<file path="config.mk">
export PLATFORM = sky130hd
export DESIGN_NAME = alu_issue_ctrl
export DESIGN_NICKNAME = d
export VERILOG_FILES = /design/src/rtl/my_pkg.sv /design/src/rtl/alu_src_dec.sv /design/src/rtl/alu_issue_ctrl.sv
export SDC_FILE = /design/constraint.sdc
export NUM_CORES = 1
export LEC_CHECK = 0
export CAP_MARGIN = 25
export CORE_UTILIZATION = 51
export DETAILED_ROUTE_END_ITERATION = 10
export PLACE_DENSITY = 0.82
export SYNTH_ARGS = -nofsm -noshare
export SYNTH_HDL_FRONTEND = slang
export SYNTH_HIERARCHICAL = 1
export SYNTH_SLANG_ARGS = --single-unit
</file>
<file path="constraint.sdc">
create_clock -name clk -period 2.4 [get_ports clk]
set_input_delay 0.36 -clock clk [delete_from_list [all_inputs] [get_ports clk]]
set_output_delay 0.36 -clock clk [all_outputs]
set_load 0.01 [all_outputs]
</file>
<file path="src/rtl/my_pkg.sv">
// Shared types and constants for the execute-stage issue controller (alu_issue_ctrl).
// Optional writeback bypass is enabled by defining ALU_ISSUE_FWD_EN.
package my_pkg;

    localparam int DEF_DATA_WIDTH = 32;
    localparam int DEF_ADDR_WIDTH = 32;

    typedef enum logic [3:0] {
        ALU_ADD  = 4'd0,
        ALU_SUB  = 4'd1,
        ALU_SLL  = 4'd2,
        ALU_SLT  = 4'd3,
        ALU_SLTU = 4'd4,
        ALU_XOR  = 4'd5,
        ALU_SRL  = 4'd6,
        ALU_SRA  = 4'd7,
        ALU_OR   = 4'd8,
        ALU_AND  = 4'd9
    } alu_op_e;

    // alu_src bit0 selects pc as data1; bits [2:1] pick data2: 00 rs2, 01 imm, 1x constant 4.
    localparam logic [2:0] ALU_SRC_RS2    = 3'b000;
    localparam logic [2:0] ALU_SRC_IMM    = 3'b010;
    localparam logic [2:0] ALU_SRC_PC_IMM = 3'b011;
    localparam logic [2:0] ALU_SRC_PC_4   = 3'b101;

    localparam logic [6:0] OPC_OP     = 7'b0110011;
    localparam logic [6:0] OPC_OP_IMM = 7'b0010011;
    localparam logic [6:0] OPC_LOAD   = 7'b0000011;
    localparam logic [6:0] OPC_STORE  = 7'b0100011;
    localparam logic [6:0] OPC_BRANCH = 7'b1100011;
    localparam logic [6:0] OPC_LUI    = 7'b0110111;
    localparam logic [6:0] OPC_AUIPC  = 7'b0010111;
    localparam logic [6:0] OPC_JAL    = 7'b1101111;
    localparam logic [6:0] OPC_JALR   = 7'b1100111;

    typedef enum logic [1:0] {
        ST_EMPTY = 2'd0,
        ST_ONE   = 2'd1,
        ST_TWO   = 2'd2
    } issue_state_e;

    // Control half of a buffered instruction; operand data is sized by module parameters.
    typedef struct packed {
        logic [2:0] alu_src;
        alu_op_e    alu_op;
        logic       illegal;
    } issue_entry_t;

    function automatic alu_op_e funct3_op(input logic [2:0] f3, input logic b5,
                                          input logic allow_sub);
        case (f3)
            3'b000:  return (allow_sub && b5) ? ALU_SUB : ALU_ADD;
            3'b001:  return ALU_SLL;
            3'b010:  return ALU_SLT;
            3'b011:  return ALU_SLTU;
            3'b100:  return ALU_XOR;
            3'b101:  return b5 ? ALU_SRA : ALU_SRL;
            3'b110:  return ALU_OR;
            default: return ALU_AND;
        endcase
    endfunction

endpackage

</file>
<file path="src/rtl/alu_src_dec.sv">
// Combinational decode of opcode/funct into operand-mux select, ALU operation and illegal flag.
// Used by alu_issue_ctrl at capture time; independent of ALU_ISSUE_FWD_EN.
module alu_src_dec
    import my_pkg::*;
(
    input  logic [6:0] opcode,
    input  logic [2:0] funct3,
    input  logic       funct7b5,
    output logic [2:0] alu_src,
    output alu_op_e    alu_op,
    output logic       illegal,
    output logic       zero_rs1
);

    always_comb begin
        // NOTE: every output gets a default before the case so no path leaves one unassigned (no latch).
        alu_src  = ALU_SRC_RS2;
        alu_op   = ALU_ADD;
        illegal  = 1'b0;
        zero_rs1 = 1'b0;
        case (opcode)
            OPC_OP: begin
                alu_op = funct3_op(funct3, funct7b5, 1'b1);
            end
            OPC_OP_IMM: begin
                alu_src = ALU_SRC_IMM;
                alu_op  = funct3_op(funct3, funct7b5, 1'b0);
            end
            OPC_LOAD, OPC_STORE: begin
                alu_src = ALU_SRC_IMM;
            end
            OPC_BRANCH: begin
                alu_op = ALU_SUB;
            end
            OPC_LUI: begin
                alu_src  = ALU_SRC_IMM;
                zero_rs1 = 1'b1;
            end
            OPC_AUIPC: begin
                alu_src = ALU_SRC_PC_IMM;
            end
            OPC_JAL, OPC_JALR: begin
                alu_src = ALU_SRC_PC_4;
            end
            default: begin
                illegal = 1'b1;
            end
        endcase
    end

endmodule

</file>
<file path="src/rtl/alu_issue_ctrl.sv">
// ID/EX issue controller: 2-entry skid buffer with decode of alu_src/alu_op toward the ALU.
// Define ALU_ISSUE_FWD_EN to add the writeback bypass onto captured and buffered operands.
module alu_issue_ctrl
    import my_pkg::*;
#(
    parameter int DATA_WIDTH = DEF_DATA_WIDTH,
    parameter int ADDR_WIDTH = DEF_ADDR_WIDTH
) (
    input  logic                  clk,
    input  logic                  rst_n,
    input  logic                  flush,
    input  logic                  id_valid,
    output logic                  id_ready,
    input  logic [6:0]            id_opcode,
    input  logic [2:0]            id_funct3,
    input  logic                  id_funct7b5,
    input  logic [ADDR_WIDTH-1:0] id_pc,
    input  logic [DATA_WIDTH-1:0] id_rs1,
    input  logic [DATA_WIDTH-1:0] id_rs2,
    input  logic [DATA_WIDTH-1:0] id_imm,
`ifdef ALU_ISSUE_FWD_EN
    input  logic [4:0]            id_rs1_addr,
    input  logic [4:0]            id_rs2_addr,
    input  logic                  fwd_valid,
    input  logic [4:0]            fwd_rd,
    input  logic [DATA_WIDTH-1:0] fwd_data,
`endif
    output logic                  ex_valid,
    input  logic                  ex_ready,
    output logic [2:0]            ex_alu_src,
    output logic [3:0]            ex_alu_op,
    output logic [ADDR_WIDTH-1:0] ex_pc,
    output logic [DATA_WIDTH-1:0] ex_rs1,
    output logic [DATA_WIDTH-1:0] ex_rs2,
    output logic [DATA_WIDTH-1:0] ex_imm,
    output logic                  ex_illegal
);

    localparam int DEPTH = 2;

    issue_state_e          state_q, state_d;
    logic                  id_ready_q, id_ready_d;
    issue_entry_t          ctrl_q [DEPTH];
    issue_entry_t          ctrl_d [DEPTH];
    logic [ADDR_WIDTH-1:0] pc_q   [DEPTH];
    logic [ADDR_WIDTH-1:0] pc_d   [DEPTH];
    logic [DATA_WIDTH-1:0] rs1_q  [DEPTH];
    logic [DATA_WIDTH-1:0] rs1_d  [DEPTH];
    logic [DATA_WIDTH-1:0] rs2_q  [DEPTH];
    logic [DATA_WIDTH-1:0] rs2_d  [DEPTH];
    logic [DATA_WIDTH-1:0] imm_q  [DEPTH];
    logic [DATA_WIDTH-1:0] imm_d  [DEPTH];
    logic [DATA_WIDTH-1:0] hold_rs1 [DEPTH];
    logic [DATA_WIDTH-1:0] hold_rs2 [DEPTH];

    logic [2:0]            dec_src;
    alu_op_e               dec_op;
    logic                  dec_illegal;
    logic                  dec_zero_rs1;
    issue_entry_t          new_ctrl;
    logic [DATA_WIDTH-1:0] new_rs1;
    logic [DATA_WIDTH-1:0] new_rs2;
    logic                  acc;
    logic                  dep;
    logic [DEPTH-1:0]      load_new;
    logic                  shift;

    alu_src_dec u_dec (
        .opcode   (id_opcode),
        .funct3   (id_funct3),
        .funct7b5 (id_funct7b5),
        .alu_src  (dec_src),
        .alu_op   (dec_op),
        .illegal  (dec_illegal),
        .zero_rs1 (dec_zero_rs1)
    );

    assign ex_valid = (state_q != ST_EMPTY);
    assign id_ready = id_ready_q;
    assign acc      = id_valid & id_ready_q;
    assign dep      = ex_valid & ex_ready;

    always_comb begin
        new_ctrl.alu_src = dec_src;
        new_ctrl.alu_op  = dec_op;
        new_ctrl.illegal = dec_illegal;
    end

`ifdef ALU_ISSUE_FWD_EN
    logic [4:0] rs1_addr_q [DEPTH];
    logic [4:0] rs1_addr_d [DEPTH];
    logic [4:0] rs2_addr_q [DEPTH];
    logic [4:0] rs2_addr_d [DEPTH];
    logic [4:0] new_rs1_addr;

    function automatic logic [DATA_WIDTH-1:0] fwd_pick(input logic [DATA_WIDTH-1:0] val,
                                                       input logic [4:0] addr);
        return (fwd_valid && (fwd_rd != 5'd0) && (fwd_rd == addr)) ? fwd_data : val;
    endfunction

    // LUI stores rs1 index 0 so the bypass can never overwrite its zero operand.
    always_comb begin
        new_rs1_addr = dec_zero_rs1 ? 5'd0 : id_rs1_addr;
        new_rs1      = dec_zero_rs1 ? '0 : fwd_pick(id_rs1, id_rs1_addr);
        new_rs2      = fwd_pick(id_rs2, id_rs2_addr);
        for (int i = 0; i < DEPTH; i++) begin
            hold_rs1[i] = fwd_pick(rs1_q[i], rs1_addr_q[i]);
            hold_rs2[i] = fwd_pick(rs2_q[i], rs2_addr_q[i]);
        end
    end

    always_comb begin
        for (int i = 0; i < DEPTH; i++) begin
            rs1_addr_d[i] = rs1_addr_q[i];
            rs2_addr_d[i] = rs2_addr_q[i];
        end
        if (shift) begin
            rs1_addr_d[0] = rs1_addr_q[1];
            rs2_addr_d[0] = rs2_addr_q[1];
        end
        for (int i = 0; i < DEPTH; i++) begin
            if (load_new[i]) begin
                rs1_addr_d[i] = new_rs1_addr;
                rs2_addr_d[i] = id_rs2_addr;
            end
        end
    end

    always_ff @(posedge clk or negedge rst_n) begin
        if (!rst_n) begin
            for (int i = 0; i < DEPTH; i++) begin
                rs1_addr_q[i] <= 5'd0;
                rs2_addr_q[i] <= 5'd0;
            end
        end else begin
            rs1_addr_q <= rs1_addr_d;
            rs2_addr_q <= rs2_addr_d;
        end
    end
`else
    always_comb begin
        new_rs1 = dec_zero_rs1 ? '0 : id_rs1;
        new_rs2 = id_rs2;
        for (int i = 0; i < DEPTH; i++) begin
            hold_rs1[i] = rs1_q[i];
            hold_rs2[i] = rs2_q[i];
        end
    end
`endif

    // Slot 0 is always the head; slot 1 only fills while the head is stalled.
    always_comb begin
        state_d  = state_q;
        load_new = '0;
        shift    = 1'b0;
        case (state_q)
            ST_EMPTY: begin
                if (acc) begin
                    load_new[0] = 1'b1;
                    state_d     = ST_ONE;
                end
            end
            ST_ONE: begin
                if (acc && dep) begin
                    load_new[0] = 1'b1;
                end else if (acc) begin
                    load_new[1] = 1'b1;
                    state_d     = ST_TWO;
                end else if (dep) begin
                    state_d = ST_EMPTY;
                end
            end
            ST_TWO: begin
                if (dep) begin
                    shift   = 1'b1;
                    state_d = ST_ONE;
                end
            end
            default: state_d = ST_EMPTY;
        endcase
        if (flush) begin
            state_d = ST_EMPTY;
        end
        id_ready_d = (state_d != ST_TWO);
    end

    always_comb begin
        for (int i = 0; i < DEPTH; i++) begin
            ctrl_d[i] = ctrl_q[i];
            pc_d[i]   = pc_q[i];
            rs1_d[i]  = hold_rs1[i];
            rs2_d[i]  = hold_rs2[i];
            imm_d[i]  = imm_q[i];
        end
        if (shift) begin
            ctrl_d[0] = ctrl_q[1];
            pc_d[0]   = pc_q[1];
            rs1_d[0]  = hold_rs1[1];
            rs2_d[0]  = hold_rs2[1];
            imm_d[0]  = imm_q[1];
        end
        for (int i = 0; i < DEPTH; i++) begin
            if (load_new[i]) begin
                ctrl_d[i] = new_ctrl;
                pc_d[i]   = id_pc;
                rs1_d[i]  = new_rs1;
                rs2_d[i]  = new_rs2;
                imm_d[i]  = id_imm;
            end
        end
    end

    // NOTE: the entry storage is reset too, because the ex_* outputs read it directly and must be 0 in reset.
    always_ff @(posedge clk or negedge rst_n) begin
        if (!rst_n) begin
            state_q    <= ST_EMPTY;
            id_ready_q <= 1'b1;
            for (int i = 0; i < DEPTH; i++) begin
                ctrl_q[i] <= '0;
                pc_q[i]   <= '0;
                rs1_q[i]  <= '0;
                rs2_q[i]  <= '0;
                imm_q[i]  <= '0;
            end
        end else begin
            // NOTE: non-blocking so every flop samples the pre-edge value of the others.
            state_q    <= state_d;
            id_ready_q <= id_ready_d;
            ctrl_q     <= ctrl_d;
            pc_q       <= pc_d;
            rs1_q      <= rs1_d;
            rs2_q      <= rs2_d;
            imm_q      <= imm_d;
        end
    end

    assign ex_alu_src = ctrl_q[0].alu_src;
    assign ex_alu_op  = ctrl_q[0].alu_op;
    assign ex_illegal = ctrl_q[0].illegal;
    assign ex_pc      = pc_q[0];
    assign ex_rs1     = rs1_q[0];
    assign ex_rs2     = rs2_q[0];
    assign ex_imm     = imm_q[0];

endmodule

</file>
==> impl_metrics.env, run 1 <==
export IMPL_status="completed"
export IMPL_worst_ep_arrival_time_ns=1.81
export IMPL_p_sw_uw=3530
export IMPL_drt_total_wl_um=28200
export IMPL_cp_max_fo=9
export IMPL_grt_pass1_wl_um=44600
export IMPL_p_int_uw=10300
export IMPL_start_util_pct=52.1
export IMPL_dieWidth_um=162
export IMPL_drc=0
export IMPL_ant_nets=0
export IMPL_synth_edf_count=0
export IMPL_layout_nets=1416
export IMPL_synth_area_leaders="dfrtp_1, mux2_4, mux2i_1"
export IMPL_synth_distinct_cells=33
export IMPL_synth_top_cell_area_share_pct=52.3
export IMPL_ys_ff_latch=275
export IMPL_seqCellArea_um2=6880
export IMPL_cellPowerDensity_nw_per_um2=842
export IMPL_syn2layout_area_growth_pct=25.1
export IMPL_drt_first_iter_violations=484
export IMPL_antenna_cells=0
export IMPL_via_per_inst=5.12
export IMPL_grt_max_degree=107
export IMPL_rsz0062_at_grt="no"
export IMPL_worstSetupPathType="reg -> out"
export IMPL_hold_viol_final=0
export IMPL_slowest_stage="clkdlybuf4s50_1"
export IMPL_drive_above_1_share_pct=17.4
export IMPL_clkLatencyLatePin_ns=0.55
export IMPL_cts_max_level=1
export IMPL_use_met1_pct=27.2
export IMPL_core_area_um2=25200
export IMPL_start_kind="flip-flop"
export IMPL_timing_fmax_ghz=0.461
export IMPL_ys_seq_area_share_pct=52.5
export IMPL_port_buffer_count=281
export IMPL_synth_most_common_cell="dfrtp_1"
export IMPL_cp_cell_sequence="or2_2, clkdlybuf4s50_1"
export IMPL_min_path_type="in -> async"
export IMPL_use_met2_pct=35.8
export IMPL_grt_busiest_layer="met2"
export IMPL_track_usage_pct=21.3
export IMPL_dr_pass1_iters=5
export IMPL_path_clk_slew_ns=0.06
export IMPL_required_ns=2.04
export IMPL_whs_ns=0.364
export IMPL_tightest_slew_ns=0.520
export IMPL_critPathCaptureType="output pin"
export IMPL_grt_overflow=0
export IMPL_pre_cts_slack_ns=0.119
export IMPL_clk_path_buf_depth=3
export IMPL_cts_buffers=29
export IMPL_slew_violations=0
export IMPL_setup_viol=0
export IMPL_met3_usage_pct=5.45
export IMPL_cts_tree="built"
export IMPL_synth_commonest_cells="dfrtp_1, nand2_1, o21ai_0, buf_4, mux2i_1"
export IMPL_rows=58
export IMPL_synth_main_ff_cell="dfrtp_1"
export IMPL_fin_crit_sh_pct=90.3
export IMPL_design_die_area_um2=26400
export IMPL_fin_ws_ns=0.232
export IMPL_vias=8325
export IMPL_synth_nets=1278
export IMPL_postCtsSetupBuffers=0
export IMPL_avgRoutedWirePerCell_um=17.3
export IMPL_post_route_min_period_ns=2.17
export IMPL_max_cap_violations=0
export IMPL_synthesis_instances=1134
export IMPL_relSlewSlack_pct=64.9
export IMPL_io_pins=282
export IMPL_synth_warnings=6
export IMPL_die_height_um=162
export IMPL_yosys_area_top_type="dfrtp_1"
export IMPL_multiInputGateArea_um2=4830
export IMPL_swShare_pct=25.6
export IMPL_clkPwrFrac_pct=34.0
export IMPL_place_congestion=0.840
export IMPL_dp_hpwl_um=18700
export IMPL_ys_async_sr_fraction_pct=100
export IMPL_antenna_found_initial=1
export IMPL_fill_cells=1847
export IMPL_cts_num_sinks=275
export IMPL_clock_skew_ns=0.0184
export IMPL_cts_root_buf="clkbuf_16"
export IMPL_peakVddDrop_v=0.000574
export IMPL_r2r_cells=4
export IMPL_critPathMaxStageDelay_ns=0.48
export IMPL_pwr_share_comb_pct=21.2
export IMPL_finalSetupTns_ns=0
export IMPL_leakagePower_uw=0.00795
export IMPL_grt_pass1_vias=8604
export IMPL_avgSynthCellArea_um2=11.6
export IMPL_syn_area_um2=13100
export IMPL_seq_power_share_pct=44.8
logic make-up after synthesis:
family,Yosys count,share of synthesized area (%)
flops,275,52.5
mux,243,22.0
compound gates,180,7.16
buf+inv,206,10.7
simple gates,230,7.63
cell type report:
type / count / area share [%]
flip-flops and latches: 275 / 42.0
multi-input cells: 653 / 29.5
repair buffers: 311 / 19.8
clock buffers: 34 / 4.72
well taps: 330 / 2.52
clock inverters: 20 / 1.45
inverters: 2 / 0.0458
worst max-delay path: cells and delay by family (launching register included):
kind          cells  cell delay (ns)
buf+inv           1             0.48
flops             1             0.47
simple gates      1             0.32
repair_timing:
action / CTS / global route
endpoints found under the hold margin: 53 / 0
resized for setup: 0 / 0
hold buffers: 1 / 0
power by group through the flow:
stage	Combinational, uW	Sequential [uW]	Clock, uW
after floorplan	2080	6070	0
after global placement	2810	6200	0
after detailed placement	2930	6230	0
after CTS	2950	6180	4800
after global routing	3170	6290	5010
final	2920	6190	4690
placed cells by master, fill, tap and decap left out, types with 2 or more instances in the layout:
master	Yosys	final
inv_1	2	2
nand2_1	142	142
nand2b_1	36	36
clkinvlp_4	0	2
a211oi_1	2	2
dfrtp_1	274	274
bufinv_16	0	5
clkbuf_8	0	3
nand3b_1	3	3
buf_12	0	16
buf_4	136	13
clkinv_2	0	11
o21ai_0	137	137
mux2_2	61	61
a21oi_1	33	33
clkdlybuf4s50_1	0	280
clkbuf_1	25	2
nor2_1	40	40
mux2i_1	106	106
a211o_1	2	2
clkbuf_16	0	29
mux2_4	76	76
routing by layer:
layer  vias to the layer above  routed length, um
met5                         -                 13
met4                         2                631
met3                        51               2030
met2                       248              13700
met1                      4030              11800
li1                       3994                  -
registers in the layout, summed over array words and instances, names as in the netlist, 2 cells and up:
signal,count
hold_rs2,32
ex_alu_src,3
ex_rs2,32
state_q,2
ex_alu_op,4
imm_q,32
ex_imm,32
pc_q,32
ex_pc,32
ctrl_q,8
ex_rs1,32
hold_rs1,32
metrics by stage:
stage	std cells	instance area, um^2	power (uW)	util (%)
2_1_floorplan	1134	13100	8140	-
3_3_place_gp	1570	15400	9010	61.1
3_5_place_dp	1570	15400	9160	61.1
4_1_cts	1625	16400	13900	65.1
5_1_grt	1625	16400	14500	65.1
6_report	1625	16400	13800	65.1
path summary, 6_finish.rpt:
kind	startpoint	endpoint	slack, ns
min in group clk	flush	state_q[0]	0.38
hold reg to reg	hold_rs1[16]	hold_rs1[16]	0.48
setup reg to reg	id_ready	pc_q[29]	0.48
setup / recovery	state_q[1]	ex_valid	0.23
hold / removal	rst_n	ex_rs2[25]	0.36
max in group asynchronous	rst_n	hold_rs2[11]	1.35
No activity file was read; power rests on OpenSTA's default activity.
==> run 2, diff against run 1 <==
Settings changed: PLACE_DENSITY 0.82 to 0.9.
==> run 2 against run 1 <==
Effect of this change:
- clock-buffer cell count grew 8
- hold slack better by 0.0094 ns
- clock skew decreased by 0.0047 ns
- combinational power is essentially flat
- critical endpoint unchanged
- largest cell class unchanged
==> impl_metrics.env, run 2 (synthesis results as in run 1) <==
export IMPL_status="completed"
export IMPL_layout_nets=1410
export IMPL_cts_resized=0
export IMPL_dr_pass1_iters=4
export IMPL_via_per_inst=5.27
export IMPL_worst_r2r_endpoint="hold_rs2[2]"
export IMPL_design_die_area_um2=26400
export IMPL_relSlewSlack_pct=65.5
export IMPL_layout_commonest_cell="clkdlybuf4s50_1"
export IMPL_seqCellArea_um2=6880
export IMPL_dieWidth_um=162
export IMPL_start_kind="flip-flop"
export IMPL_ant_nets=0
export IMPL_drt_first_iter_violations=512
export IMPL_fin_cells=1619
export IMPL_cp_max_fo=9
export IMPL_peakVddDrop_v=0.000624
export IMPL_cts_root_buf="clkbuf_16"
export IMPL_cts_buffers=29
export IMPL_clkLatencyLatePin_ns=0.54
export IMPL_postCtsSetupBuffers=0
export IMPL_dp_cells=1564
export IMPL_grt_overflow=0
export IMPL_timing_fmax_ghz=0.463
export IMPL_start_util_pct=52.1
export IMPL_critPathCaptureType="output pin"
export IMPL_grt_pass1_vias=8960
export IMPL_cts_max_level=1
export IMPL_fin_crit_sh_pct=90.1
export IMPL_grt_pass1_wl_um=46100
export IMPL_setup_viol=0
export IMPL_antenna_cells=0
export IMPL_dp_hpwl_um=19400
export IMPL_hold_viol_final=0
export IMPL_cellPowerDensity_nw_per_um2=829
export IMPL_grt_max_degree=115
export IMPL_worstReg2RegStart="id_ready"
export IMPL_io_pins=282
export IMPL_r2r_cells=4
export IMPL_antenna_found_initial=0
export IMPL_worst_ep_arrival_time_ns=1.80
export IMPL_track_usage_pct=21.9
export IMPL_required_ns=2.04
export IMPL_die_height_um=162
export IMPL_place_congestion=0.824
export IMPL_clock_skew_ns=0.0137
export IMPL_post_route_min_period_ns=2.16
export IMPL_tightest_slew_ns=0.517
export IMPL_avgRoutedWirePerCell_um=17.7
export IMPL_drive_above_1_share_pct=16.6
export IMPL_rrSetupSlack_ns=0.52
export IMPL_finalSetupTns_ns=0
export IMPL_clk_path_buf_depth=3
export IMPL_vias=8528
export IMPL_path_clk_slew_ns=0.06
export IMPL_rsz0062_at_grt="no"
export IMPL_cts_tree="built"
export IMPL_core_area_um2=25200
export IMPL_drc=0
export IMPL_fill_cells=1863
export IMPL_worstSetupPathType="reg -> out"
export IMPL_max_cap_violations=0
export IMPL_multiInputGateArea_um2=4830
export IMPL_slew_violations=0
export IMPL_final_cell_mix="clkdlybuf4s50_1, dfrtp_1, nand2_1, o21ai_0, mux2i_1"
export IMPL_rows=58
export IMPL_drt_total_wl_um=28700
export IMPL_min_path_type="in -> async"
export IMPL_leakagePower_uw=0.00787
export IMPL_syn2layout_area_growth_pct=24.0
export IMPL_port_buffer_count=281
export IMPL_cts_hold_buf=1
export IMPL_cts_num_sinks=275
export IMPL_utilization_pct=64.6
==> run 2: cell count changes in the layout (fill, tap and decap cells not counted), sizes merged <==
cell	before	now
bufinv	5	1
clkinv	12	8
clkbuf	34	42
buf	30	24
==> run 2: cell type report <==
cell class | instances | share of cell area (%)
Multi-Input combinational cell | 653 | 29.7
Sequential cell | 275 | 42.3
Tap cell | 330 | 2.54
Clock buffer | 42 | 5.13
Clock inverter | 12 | 0.623
Inverter | 2 | 0.0462
Timing Repair Buffer | 305 | 19.6
==> run 2: worst max-delay path, stage by stage (launching register included) <==
cell and delay, ns:
dfrtp_1 0.47, or2_2 0.32, clkdlybuf4s50_1 0.48
==> run 2: metrics by stage <==
stage | total power, uW | cell area, um^2 | hold slack [ns] | setup slack (ns)
2_1_floorplan | 8140 | 13100 | 0.0644 | 0.569
3_5_place_dp | 9190 | 15300 | 0.353 | 0.139
4_1_cts | 13600 | 16300 | 0.369 | 0.209
3_3_place_gp | 8980 | 15300 | 0.344 | 0.181
6_report | 13500 | 16300 | 0.373 | 0.238
5_1_grt | 14100 | 16300 | 0.385 | 0.164
==> run 2: how the worst max path moves through the flow <==
stage | end | cells past startpoint | startpoint | slack (ns)
after floorplan | hold_rs2[0] | 6 | id_ready | 0.57
after global placement | imm_q[22] | 5 | ex_ready | 0.18
after detailed placement | hold_rs2[2] | 5 | ex_ready | 0.14
after CTS | ex_valid | 2 | state_q[1] | 0.21
after global routing | ex_valid | 2 | state_q[1] | 0.16
final | ex_valid | 2 | state_q[1] | 0.24
==> run 2: metal layers <==
layer	share of wire (%)	vias up	track usage [%]
met4	3.4	0	7.16
li1	-	3977	-
met2	49	289	37.7
met3	7.8	65	6.16
met5	0	-	0
met1	39	4197	26.3
==> run 2: power by group <==
| group | switching (uW) | internal [uW] | leakage, uW |
|---|---|---|---|
| Sequential | 581 | 5630 | 0.00334 |
| Combinational | 1130 | 1790 | 0.00407 |
| Clock | 1830 | 2520 | 0.000459 |
| Total | 3540 | 9940 | 0.00787 |
==> run 3, diff against run 2 <==
Settings changed: CORE_MARGIN set to 1.5, SLEW_MARGIN set to 30.
==> run 3 against run 2 <==
Effect of this change:
- combinational power hardly changed
- global-route usage is 0.17 points higher
- sequential cell count stayed put
- cell count hardly changed
- utilization is 0.48 points higher
==> impl_metrics.env, run 3 (synthesis results as in run 1) <==
export IMPL_layout_commonest_cell="clkdlybuf4s50_1"
export IMPL_path_depth=2
export IMPL_postLayoutCellArea_um2=16400
export IMPL_io_pins=282
export IMPL_cts_max_level=1
export IMPL_setup_viol=0
export IMPL_port_buffer_count=281
export IMPL_worstReg2RegStart="id_ready"
export IMPL_pwr_share_comb_pct=21.4
export IMPL_start_kind="flip-flop"
export IMPL_cts_num_sinks=275
export IMPL_relSlewSlack_pct=52.9
export IMPL_start_util_pct=52.1
export IMPL_core_area_um2=25200
export IMPL_slew_violations=0
export IMPL_required_ns=2.04
export IMPL_crit_family="buffers and inverters"
export IMPL_hold_viol_final=0
export IMPL_dp_hpwl_um=19200
export IMPL_slowest_stage="clkdlybuf4s50_1"
export IMPL_dieWidth_um=163
export IMPL_p_int_uw=10300
export IMPL_min_path_type="in -> async"
export IMPL_seq_power_share_pct=44.9
export IMPL_m1WireLength_um=12000
export IMPL_timing_fmax_ghz=0.463
export IMPL_critPathCaptureType="output pin"
export IMPL_design_die_area_um2=26700
export IMPL_fin_ws_ns=0.238
export IMPL_cts_tree="built"
export IMPL_clock_skew_ns=0.00928
export IMPL_worstSetupPathType="reg -> out"
export IMPL_swShare_pct=25.6
export IMPL_p_sw_uw=3540
export IMPL_utilization_pct=65.1
export IMPL_layout_nets=1412
export IMPL_r2r_cells=4
export IMPL_grt_pass1_vias=9118
export IMPL_final_cell_mix="clkdlybuf4s50_1, dfrtp_1, nand2_1, o21ai_0, mux2i_1"
export IMPL_drt_total_wl_um=29600
export IMPL_rrSetupSlack_ns=0.37
export IMPL_cellPowerDensity_nw_per_um2=844
export IMPL_clkPwrFrac_pct=33.8
export IMPL_drive_above_1_share_pct=16.9
export IMPL_drt_first_iter_violations=625
export IMPL_grt_max_degree=89
export IMPL_status="completed"
export IMPL_rsz0062_at_grt="no"
export IMPL_route_met2_wl_um=14800
export IMPL_grt_overflow=0
export IMPL_cts_root_buf="clkbuf_16"
export IMPL_path_clk_slew_ns=0.06
export IMPL_ant_nets=0
export IMPL_cp_max_fo=9
export IMPL_path_buf_inv=1
export IMPL_critPathMaxStageDelay_ns=0.48
export IMPL_syn2layout_area_growth_pct=25.0
export IMPL_post_route_min_period_ns=2.16
export IMPL_leakagePower_uw=0.00794
export IMPL_die_height_um=163
export IMPL_antenna_cells=0
export IMPL_postPlaceCellArea_um2=15400
export IMPL_drc=0
export IMPL_via_per_inst=5.26
export IMPL_finalSetupTns_ns=0
export IMPL_clk_path_buf_depth=3
export IMPL_fin_crit_sh_pct=90.1
export IMPL_met3WireLength_um=2110
export IMPL_antenna_found_initial=1
export IMPL_avgRoutedWirePerCell_um=18.3
export IMPL_worst_r2r_endpoint="imm_q[17]"
export IMPL_rows=58
export IMPL_grt_pass1_wl_um=47300
export IMPL_fin_cells=1620
export IMPL_top_layer="met4"
export IMPL_tightest_slew_ns=0.706
export IMPL_dr_pass1_iters=5
export IMPL_vias=8514
export IMPL_pre_cts_slack_ns=0.0870
export IMPL_cp_cell_sequence="or2_2, clkdlybuf4s50_1"
export IMPL_place_congestion=0.829
export IMPL_max_cap_violations=0
export IMPL_track_usage_pct=22.0
export IMPL_peakVddDrop_v=0.000590
export IMPL_cts_buffers=29
export IMPL_worst_ep_arrival_time_ns=1.80
export IMPL_dp_cells=1566
export IMPL_clkLatencyLatePin_ns=0.53
run 3: cell types whose count changed in the layout (fill, tap and decap cells not counted):
cell        previous run  this run
clkinv_4               2         0
bufinv_16              1         4
clkbuf_8               6         7
clkbuf_1               7         4
buf_12                15        18
inv_6                  1         0
buf_4                  8         7
clkinvlp_4             2         1
clkinv_2               6         8
run 3: power groups by stage:
stage	logic, uW	registers (uW)	clock network (uW)
after CTS	2980	6200	4770
after global placement	2810	6190	0
final	2950	6200	4670
after global routing	3200	6310	4970
after detailed placement	2950	6240	0
after floorplan	2080	6070	0
run 3: worst register-to-register path, delay by kind of cell (launching register included):
kind / cells / cell delay [ns]
AND/OR/NAND/NOR: 2 / 0.56
multiplexers: 1 / 0.56
flip-flops: 1 / 0.54
buffers and inverters: 1 / 0.25
run 3: how the worst max path moves through the flow:
stage / from / slack, ns / endpoint
after floorplan: id_ready / 0.57 / hold_rs2[0]
after global placement: ex_ready / 0.11 / imm_q[16]
after detailed placement: ex_ready / 0.09 / imm_q[14]
after CTS: state_q[1] / 0.22 / ex_valid
after global routing: state_q[1] / 0.19 / ex_valid
final: state_q[1] / 0.24 / ex_valid
run 3: through the flow:
step,hold WS (ns),total power [uW]
after detailed placement,0.344,9190
after CTS,0.368,14000
final,0.355,13800
after global routing,0.397,14500
after global placement,0.341,9000
after floorplan,0.0644,8140
run 3: final cells by class:
type / count / area, um^2
inverter: 2 / 7.51
fill: 1780 / 8800
timing repair buffer: 307 / 3240
multi-input combinational: 653 / 4830
clock inverter: 13 / 168
sequential: 275 / 6880
clock buffer: 40 / 837
tap: 330 / 413
run 3: timing repair:
action / in CTS / in global routing
setup endpoints to repair: 0 / 0
hold buffers: 1 / 0
setup buffers: 0 / 0
resized for setup: 0 / 0
endpoints found under the hold margin: 59 / 0
run 3: routing by layer:
layer,vias to the layer above,global-route usage (%)
li1,3979,-
met4,0,6.34
met2,276,38.1
met1,4204,27.3
met5,-,0
met3,55,5.36
==> edit (config.mk and constraints of run 3) <==
Add a define of `ALU_ISSUE_FWD_EN`.
--- a/src/rtl/alu_issue_ctrl.sv
+++ b/src/rtl/alu_issue_ctrl.sv
@@ -2,2 +2,4 @@
 // Define ALU_ISSUE_FWD_EN to add the writeback bypass onto captured and buffered operands.
+`define ALU_ISSUE_FWD_EN
+
 module alu_issue_ctrl
Ports: changed (5 added); port bits go from 282 to 330. The function was not compared with the original's and may differ.
==> edit against run 3 <==
  * Routed wire length increased by 67%
  * Sequential cell count rose by 20
  * Non-clock buffer count increased by 103
  * Total power rose by 18%
  * Synthesized cell count is 53% higher
  * Area after synthesis is 22% higher
  * Sequential power rose by 16%
  * Count of clock-buffer cells in the layout grew 5
  * Worst hold slack better by 0.0094 ns
  * Clock skew is 0.012 ns higher
  * Final area rose by 24%
  * Die area grew 21%
  * Worst setup slack worse by 0.096 ns
  * Final cell count increased by 44%
  * Largest power group unchanged
==> edit: results (changes against run 3) <==
* TritonCTS Buffers at 31 (was 29)
* Dpl hpwl at 32.8 mm (was 19.2 mm)
* Critical-path top delay cell: or4_4 (was clkdlybuf4s50_1)
* Clk_skew at 0.0210 ns (was 0.00928 ns)
* Worst reg2reg path startpoint: id_ready$_DFF_PN1_ (unchanged)
* Met3 Track Usage GR at 5.61% (was 5.36%)
* Met2 usage at 48.4% (was 38.1%)
* Main synth FF type: dfrtp_1 (unchanged)
* Unique masters post-synth at 53 (was 33)
* Total Nets Final at 2108 (was 1412)
* Worst R2R Path Depth at 6 (was 4)
* Clk Latency, worst-skew pair at 0.56 ns (was 0.53 ns)
* Slew HR at 56.9% (was 52.9%)
* Post-DP Area at 0.0192 mm^2 (was 0.0154 mm^2)
* Status: finished, final reports clean (unchanged)
* Layout cells sized above 1 at 9.35% (was 16.9%)
* Worst VDD drop at 494 uV (was 590 uV)
* Gr usage total at 29.9% (was 22.0%)
* HP Start: id_imm[21]
* Arrival @ worst endpoint at 2.68 ns (was 1.80 ns)
* Cts repair resizes at 0 (unchanged)
* Hold Path Class: in -> reg (was in -> async)
* Reg2Reg Setup Slack at 0.25 ns (was 0.37 ns)
* Syn Nets at 1929 (was 1278)
* Met1 global-route usage at 38.5% (was 27.3%)
* Drt pass-1 iters at 5 (unchanged)
* Synth cell count leaders: nand2_1, dfrtp_1, buf_4 (was dfrtp_1, nand2_1, o21ai_0)
* Port Buffers at 329 (was 281)
* LEAKAGE at 0.00910 uW (was 0.00794 uW)
* First-pass GRT wire length at 78.1 mm (was 47.3 mm)
* Vias/cell at 6.09 (was 5.26)
* Initial DRC count at 1735 (was 625)
* Setup crit end: ex_rs2[5]$_DFFE_PN0P_ (was ex_valid)
* Largest net degree at the start of global routing at 83 (was 89)
* Vias in the first global route at 14500 (was 9118)
* Reg-to-Reg End: ex_rs1[0]$_DFFE_PN0P_ (was imm_q[17]$_DFFE_PN0P_)
* Top post-synthesis cells by area: dfrtp_1, nand2_1, mux2i_1 (was dfrtp_1, mux2_4, mux2i_1)
* CP Launch Point: fwd_rd[1] (was state_q[1]$_DFF_PN0_)
* Max stage delay on crit path at 0.56 ns (was 0.48 ns)
* Initial antenna violation count at 7 (was 1)
* Crit-path max FO at 33 (was 9)
* Drt total wl at 49.6 mm (was 29.6 mm)
* Routability Congestion at 0.882 (was 0.829)
* Seq/Total Area, Yosys at 46.3% (was 52.5%)
## edit: where the power goes
group          internal [uW]  switching, uW  leakage [uW]  total, uW
Combinational           2130           2130       0.00502       4260
Sequential              6290            895       0.00359       7180
Clock                   2920           1990      0.000497       4910
Total                  11300           5020       0.00910      16300
## edit: routing by layer
| layer | share of wire (%) | vias to the layer above |
|---|---|---|
| met3 | 9.4 | 184 |
| li1 | - | 6167 |
| met4 | 5.1 | 4 |
| met1 | 38 | 6933 |
| met2 | 48 | 941 |
| met5 | 0.048 | - |
## edit: repair_timing
| action | 4_1_cts | 5_1_grt |
|---|---|---|
| hold buffers | 1 | 0 |
| endpoints found under the hold margin | 66 | 0 |
| setup endpoints to repair | 0 | 0 |
## edit: critical path: cells and delay by family
| kind | cells | cell delay (ns) |
|---|---|---|
| buffers and inverters | 2 | 0.62 |
| AND/OR/NAND/NOR | 2 | 0.86 |
| AO/OA/AOI/OAI | 3 | 0.81 |
## edit: cell type report
cell class                 count  area, um^2
antenna                        5        12.5
timing repair buffer         410        4310
multi-input combinational   1112        6800
sequential                   295        7380
tap                          396         495
fill                        2201       10400
clock inverter                 8         123
clock buffer                  45         908
inverter                      66         248
## edit: kinds of logic after synthesis
| group | Yosys count | synth area share (%) |
|---|---|---|
| muxes | 131 | 8.24 |
| buffers and inverters | 330 | 11.5 |
| AOI/OAI and AO/OA | 297 | 15.4 |
| and+or+nand+nor | 654 | 16.8 |
| xor gates and xnor gates | 30 | 1.65 |
| DFF | 295 | 46.3 |
## edit: through the flow
stage / util [%] / power (uW) / setup WS, ns / instances
6_report: 66.1 / 16300 / 0.143 / 2337
5_1_grt: 66.1 / 17000 / 0.111 / 2337
4_1_cts: 66.1 / 16300 / 0.186 / 2332
3_5_place_dp: 62.7 / 11400 / -0.352 / 2278
3_3_place_gp: 62.7 / 11100 / -0.243 / 2278
2_1_floorplan: - / 9620 / 0.168 / 1737
## edit: how the worst min path moves through the flow
stage | end | slack, ns | depth (start not counted)
after CTS | imm_q[21]$_DFFE_PN0P_ | 0.35 | 3
after floorplan | ctrl_q[0]$_DFFE_PN0P_ | 0.06 | 0
final | imm_q[21]$_DFFE_PN0P_ | 0.36 | 3
after global placement | ex_imm[26]$_DFFE_PN0P_ | 0.39 | 1
after global routing | pc_q[26]$_DFFE_PN0P_ | 0.36 | 3
after detailed placement | ex_imm[30]$_DFFE_PN0P_ | 0.40 | 1
